$ cat src/rtl/memory_responder_pkg.sv
// Shared definitions for the memory responder: FSM state encoding, default widths and
// the upper-address range helper.
package memory_responder_pkg;

    localparam int unsigned DATA_W_DEF = 32'd16;
    localparam int unsigned ADDR_W_DEF = 32'd8;
    localparam int unsigned BUS_W      = 32'd16;

    typedef enum logic [1:0] {
        ST_IDLE    = 2'd0,
        ST_RD_WAIT = 2'd1,
        ST_RD_DONE = 2'd2,
        ST_WR_DONE = 2'd3
    } state_t;

    // True when every bus-address bit above the implemented range is zero.
    function automatic logic addr_in_range(input logic [BUS_W-1:0] addr, input int unsigned aw);
        logic [BUS_W-1:0] hi_s;
        hi_s = addr >> aw;
        return (hi_s == 16'd0);
    endfunction

endpackage

$ cat src/rtl/memory_responder_ram_array.sv
// Synchronous single-port data RAM: write and registered read share one address.
// Contents have no reset.
module memory_responder_ram_array #(
    parameter int unsigned DATA_W = 32'd16,
    parameter int unsigned ADDR_W = 32'd8
) (
    input  logic              clk,
    input  logic              we,
    input  logic [ADDR_W-1:0] addr,
    input  logic [DATA_W-1:0] wdata,
    output logic [DATA_W-1:0] rdata
);

    logic [DATA_W-1:0] mem_r [0:(1 << ADDR_W)-1];

    // Storage write and registered read port.
    always_ff @(posedge clk) begin
        if (we) begin
            mem_r[addr] <= wdata;
        end else begin
            mem_r[addr] <= mem_r[addr];
        end
        rdata <= mem_r[addr];
    end

endmodule

$ cat src/rtl/memory_responder.sv
// Memory-side responder: busy/done handshake around the data RAM with range checking.
// Optional write protection of low addresses is enabled by defining MEM_WRITE_PROTECT_EN.
module memory_responder
    import memory_responder_pkg::*;
#(
    parameter int unsigned DATA_W   = DATA_W_DEF,
    parameter int unsigned ADDR_W   = ADDR_W_DEF,
    parameter int unsigned RD_LAT   = 32'd2,
    parameter int unsigned WP_LIMIT = 32'd16
) (
    input  logic              clk,
    input  logic              rst,
    input  logic              read,
    input  logic              write,
    input  logic [BUS_W-1:0]  ram_addr,
    input  logic [DATA_W-1:0] ram_in,
    output logic [DATA_W-1:0] ram_out,
    output logic              busy,
    output logic              done,
    output logic              addr_err
);

`ifdef MEM_WRITE_PROTECT_EN
    localparam logic WP_ENABLE = 1'b1;
`else
    localparam logic WP_ENABLE = 1'b0;
`endif

    // The counter is loaded with RD_LAT-1 and the read leaves RD_WAIT when it reaches 1,
    // so done lands exactly RD_LAT edges after the accept edge.
    localparam logic [2:0] LAT_LOAD = 3'(RD_LAT - 32'd1);
    localparam state_t     RD_ENTRY = (RD_LAT == 32'd1) ? ST_RD_DONE : ST_RD_WAIT;

    state_t            state_r;
    logic [2:0]        cnt_r;
    logic [ADDR_W-1:0] addr_r;
    logic              err_r;
    logic              rd_zero_r;
    logic [DATA_W-1:0] ram_out_r;
    logic              busy_r;
    logic              done_r;
    logic              addr_err_r;

    logic              accept_s;
    logic              in_range_s;
    logic              protect_s;
    logic              we_s;
    logic [ADDR_W-1:0] ram_idx_s;
    logic [DATA_W-1:0] rdata_s;

    // Request qualification; the done cycle is held in IDLE without accepting.
    always_comb begin
        accept_s   = (state_r == ST_IDLE) && !done_r;
        in_range_s = addr_in_range(ram_addr, ADDR_W);
        protect_s  = WP_ENABLE && (ram_addr < 16'(WP_LIMIT));
        we_s       = accept_s && write && !read && in_range_s && !protect_s && !rst;
        ram_idx_s  = accept_s ? ram_addr[ADDR_W-1:0] : addr_r;
    end

    memory_responder_ram_array #(
        .DATA_W (DATA_W),
        .ADDR_W (ADDR_W)
    ) u_ram_array (
        .clk   (clk),
        .we    (we_s),
        .addr  (ram_idx_s),
        .wdata (ram_in),
        .rdata (rdata_s)
    );

    // Request FSM with wait counter and registered handshake outputs.
    always_ff @(posedge clk) begin
        if (rst) begin
            state_r    <= ST_IDLE;
            cnt_r      <= 3'd0;
            addr_r     <= '0;
            err_r      <= 1'b0;
            rd_zero_r  <= 1'b0;
            ram_out_r  <= '0;
            busy_r     <= 1'b0;
            done_r     <= 1'b0;
            addr_err_r <= 1'b0;
        end else begin
            done_r     <= 1'b0;
            addr_err_r <= 1'b0;
            case (state_r)
                ST_IDLE: begin
                    if (accept_s && read) begin
                        addr_r    <= ram_addr[ADDR_W-1:0];
                        err_r     <= !in_range_s || write;
                        rd_zero_r <= !in_range_s;
                        cnt_r     <= LAT_LOAD;
                        busy_r    <= 1'b1;
                        state_r   <= RD_ENTRY;
                    end else if (accept_s && write) begin
                        err_r   <= !in_range_s || protect_s;
                        busy_r  <= 1'b1;
                        state_r <= ST_WR_DONE;
                    end else begin
                        state_r <= ST_IDLE;
                    end
                end
                ST_RD_WAIT: begin
                    cnt_r <= cnt_r - 3'd1;
                    if (cnt_r <= 3'd1) begin
                        state_r <= ST_RD_DONE;
                    end else begin
                        state_r <= ST_RD_WAIT;
                    end
                end
                ST_RD_DONE: begin
                    ram_out_r  <= rd_zero_r ? '0 : rdata_s;
                    done_r     <= 1'b1;
                    addr_err_r <= err_r;
                    busy_r     <= 1'b0;
                    cnt_r      <= 3'd0;
                    state_r    <= ST_IDLE;
                end
                ST_WR_DONE: begin
                    done_r     <= 1'b1;
                    addr_err_r <= err_r;
                    busy_r     <= 1'b0;
                    state_r    <= ST_IDLE;
                end
                default: begin
                    busy_r  <= 1'b0;
                    state_r <= ST_IDLE;
                end
            endcase
        end
    end

    assign ram_out  = ram_out_r;
    assign busy     = busy_r;
    assign done     = done_r;
    assign addr_err = addr_err_r;

endmodule
$ cat config.mk
export PLATFORM = sky130hd
export DESIGN_NAME = memory_responder
export DESIGN_NICKNAME = d
export VERILOG_FILES = /design/src/rtl/memory_responder_pkg.sv /design/src/rtl/memory_responder_ram_array.sv /design/src/rtl/memory_responder.sv
export SDC_FILE = /design/constraint.sdc
export NUM_CORES = 2
export LEC_CHECK = 0
export CORE_MARGIN = 2
export CORE_UTILIZATION = 35
export DETAILED_ROUTE_END_ITERATION = 12
export PLACE_DENSITY = 0.56
export SYNTH_ARGS = -nofsm -noshare
export SYNTH_HDL_FRONTEND = slang
export SYNTH_SLANG_ARGS = --single-unit
$ cat constraint.sdc
create_clock -name clk -period 7.45 [get_ports clk]
set_input_delay 2.235 -clock clk [delete_from_list [all_inputs] [get_ports clk]]
set_output_delay 2.235 -clock clk [all_outputs]
set_load 0.1 [all_outputs]
==> results_dict.tcl <==
set metrics [dict create \
    reg2reg_from "state_r[0]$_SDFF_PP0_" \
    core_sq_um 434000 \
    syn_to_final_growth_pct 17.8 \
    place_congestion 0.861 \
    rsz0062_at_grt "no" \
    post-route-period-util_pct 93.8 \
    crit_path_cell_trace "clkdlybuf4s50_1 -> or4bb_1 -> o31ai_4 -> buf_12 -> buf_4 -> buf_4 -> a22oi_1 -> a21oi_1 -> o41ai_1 -> a41oi_1 -> or4_1 -> mux2_8 -> buf_12" \
    hold_violations 0 \
    drive_gt1_share_pct 15.6 \
    clock.fmax_mhz 143 \
    clock_latency_ps 1000 \
    ctsRootBufferMaster "clkbuf_16" \
    powerDensity_nw_per_um2 366 \
    setup_viol 0 \
    netlist_top_cells_area "edfxtp_1, a22oi_1, a21oi_1" \
    path_clk_slew_ps 60 \
    start_util_pct 35.1 \
    clock-sinks 4146 \
    die_w_um 664 \
    worstPathMaxFanout 52 \
    vias 91453 \
    cts_setup_buffers 0 \
    synthesis.area_sq_um 153000 \
    hold_path_depth 2 \
    synth.largest_area_cell "edfxtp_1" \
    vdd_drop_max_v 0.000271 \
    worst_pin_slew_ps 1380 \
    hpwl_um 282000 \
    min_to "ram_out[2]$_SDFFE_PP0P_" \
    required_ps 8120 \
    nNetsFinal 9417 \
    r2r-end "u_ram_array.mem_r[116][9]$_DFFE_PP_" \
    period_needed_ps 6990 \
    ys_types 50 \
    synth_edf_count 4096 \
    ios 55 \
    netlist_instances 8689 \
    reg2regPathDepth 16 \
    antenna_found_initial 39 \
    drt-total-wl_um 485000 \
    die_height_um 664 \
    grt_pass1_wl_um 675000 \
    skew_ps 85.0 \
    path_class "in2reg" \
    drt_iter0_markers 12540 \
    whs_ps 440 \
    endpoint_kind "flop" \
    ctsResizeCount 0 \
    cap_violations 0 \
    async_reset_ff_share_pct 0 \
    relSlewSlack_pct 7.55 \
    arrival_ps 7660 \
    cp_slowest_stage_delay_ps 820 \
    drc_errors 0 \
    holdBufCountCts 0 \
    synthDominantCellAreaShare_pct 80.6 \
    grt_max_degree 105 \
    yosys_register_bits 4146 \
    drt_pre_antenna_iters 6 \
    wl_per_cell_um 31.3 \
    syn-num-nets 8732 \
    tritoncts "done" \
    cts_made_buffers 417 \
    hp-class "reg2reg" \
    htree_levels 5 \
    yosysWarningCount 0 \
    leakage_nw 55.4 \
    portBuffers 54 \
    avgSynthCellArea_sq_um 17.6 \
    dieArea_sq_um 441000 \
    synth.yosys.seq_area_share_pct 81.3 \
    r2r_slack_ps 890 \
    start_kind "input pin" \
    path_buf_inv 5 \
    maxSlewViolCount 0 \
    vias_per_cell 5.90 \
    grt_overflow 0 \
    grt_usage_pct 21.1 \
    drtAntennaViolNets 0 \
    cp_slowest_cell "clkdlybuf4s50_1" \
    finalPower_mw 65.8 \
    min-delay-start "u_ram_array.rdata[2]$_DFF_P_" \
    fp-row-count 242 \
    path_delay_family "compound AO/OA/AOI/OAI gates" \
    status "complete, no violations" \
    grt_pass1_vias 88132 \
    ys.flop_type "edfxtp_1" \
    clk_path_buf_depth 4 \
]
==> worst max path at each step <==
stage | from | end | slack [ps] | cells past startpoint
detailed placement | ram_addr[1] | u_ram_array.mem_r[123][9]$_DFFE_PP_ | -370 | 14
global placement | ram_addr[1] | u_ram_array.mem_r[123][9]$_DFFE_PP_ | -370 | 14
global route | ram_addr[1] | u_ram_array.mem_r[127][15]$_DFFE_PP_ | 530 | 13
floorplan | ram_addr[0] | u_ram_array.mem_r[0][10]$_DFFE_PP_ | 800 | 11
finish | ram_addr[1] | u_ram_array.mem_r[127][15]$_DFFE_PP_ | 460 | 13
CTS | ram_addr[1] | u_ram_array.mem_r[124][9]$_DFFE_PP_ | 600 | 14
==> state kept, by name (all words and copies together) (netlist names) <==
| register | flops |
|---|---|
| rd_zero_r | 1 |
| busy | 1 |
| addr_r | 8 |
| u_ram_array.rdata | 16 |
| cnt_r | 3 |
| ram_out | 16 |
| err_r | 1 |
| u_ram_array.mem_r | 4096 |
| state_r | 2 |
| done | 1 |
| addr_err | 1 |
==> final cells by class <==
cell class,count,area (sq um)
fill,38345,254000
sequential,4146,124000
multi-input combinational,3880,26200
clock buffer,518,10900
timing repair buffer,920,8910
tap,5734,7170
clock inverter,262,2450
antenna,35,87.6
inverter,9,33.8
==> cell usage after synthesis (17+ instances only) <==
| cell | count |
|---|---|
| buf_1 | 39 |
| dfxtp_1 | 50 |
| o41ai_1 | 257 |
| nor2_1 | 287 |
| nor2b_1 | 17 |
| clkbuf_1 | 428 |
| a41oi_1 | 64 |
| a21oi_1 | 1053 |
| a22oi_1 | 2048 |
| edfxtp_1 | 4096 |
| nand2_1 | 50 |
| buf_2 | 171 |
==> stage by stage <==
step | TNS, ps | std cells | setup WS (ps) | area, sq um | utilization, %
CTS | 0 | 15469 | 603 | 180000 | 41.4
detailed placement | -332680 | 14689 | -373 | 166000 | 38.3
floorplan | 0 | 8689 | 805 | 153000 | -
global route | 0 | 15489 | 532 | 180000 | 41.4
finish | 0 | 15504 | 458 | 180000 | 41.4
global placement | -243400 | 14689 | -374 | 166000 | 38.3
==> cell usage in the layout (no fill, tap or decap), types with 8 or more instances in the layout <==
| cell type | Yosys | final |
|---|---|---|
| buf_4 | 6 | 716 |
| bufinv_16 | 0 | 35 |
| clkinv_2 | 0 | 82 |
| a22oi_1 | 2048 | 2048 |
| dfxtp_1 | 50 | 50 |
| nor2b_1 | 17 | 16 |
| nor2_1 | 287 | 287 |
| or4_4 | 8 | 8 |
| a41oi_1 | 64 | 64 |
| a21oi_1 | 1053 | 1053 |
| buf_12 | 0 | 150 |
| nand2_1 | 50 | 34 |
| diode_2 | 0 | 35 |
| o41ai_1 | 257 | 256 |
| clkinvlp_4 | 0 | 16 |
| inv_1 | 9 | 9 |
| or4_1 | 10 | 10 |
| clkinv_1 | 0 | 101 |
| edfxtp_1 | 4096 | 4096 |
| clkbuf_16 | 0 | 420 |
| clkdlybuf4s50_1 | 0 | 53 |
| clkbuf_1 | 428 | 91 |
| mux2_8 | 0 | 16 |
| nand2_2 | 0 | 13 |
==> routing by layer <==
metal	part of all wire [%]	global-route usage (%)	vias up
met5	0.011	0	-
met1	39	28.8	47869
met4	4.5	9.14	8
met2	47	33.5	5028
met3	9.1	3.48	789
li1	-	-	37759
==> worst register-to-register path, cell delays in order (launching register included) <==
cell,delay (ps)
dfxtp_1,340
inv_1,120
ha_1,600
nand2b_2,500
and3_1,410
a31oi_4,440
buf_12,250
buf_12,260
buf_12,240
a21oi_1,70
o41ai_1,940
buf_4,250
a41oi_1,110
buf_4,200
or4_4,650
mux2_8,480
buf_12,270
==> power by group <==
part | switching [mW] | internal [mW] | total [mW]
logic | 10.9 | 3.68 | 14.6
clock network | 8.89 | 11.7 | 20.6
registers | 0.126 | 30.5 | 30.6
==> cells by family after synthesis <==
logic type | after synthesis | synth area share (%)
flops | 4146 | 81.3
compound gates | 3445 | 15.5
buf+inv | 663 | 1.84
simple gates | 408 | 1.17
mux | 19 | 0.138
fa+ha+maj | 7 | 0.0574
xor+xnor | 1 | 0.00574
Power figures use the tool's default switching activity.
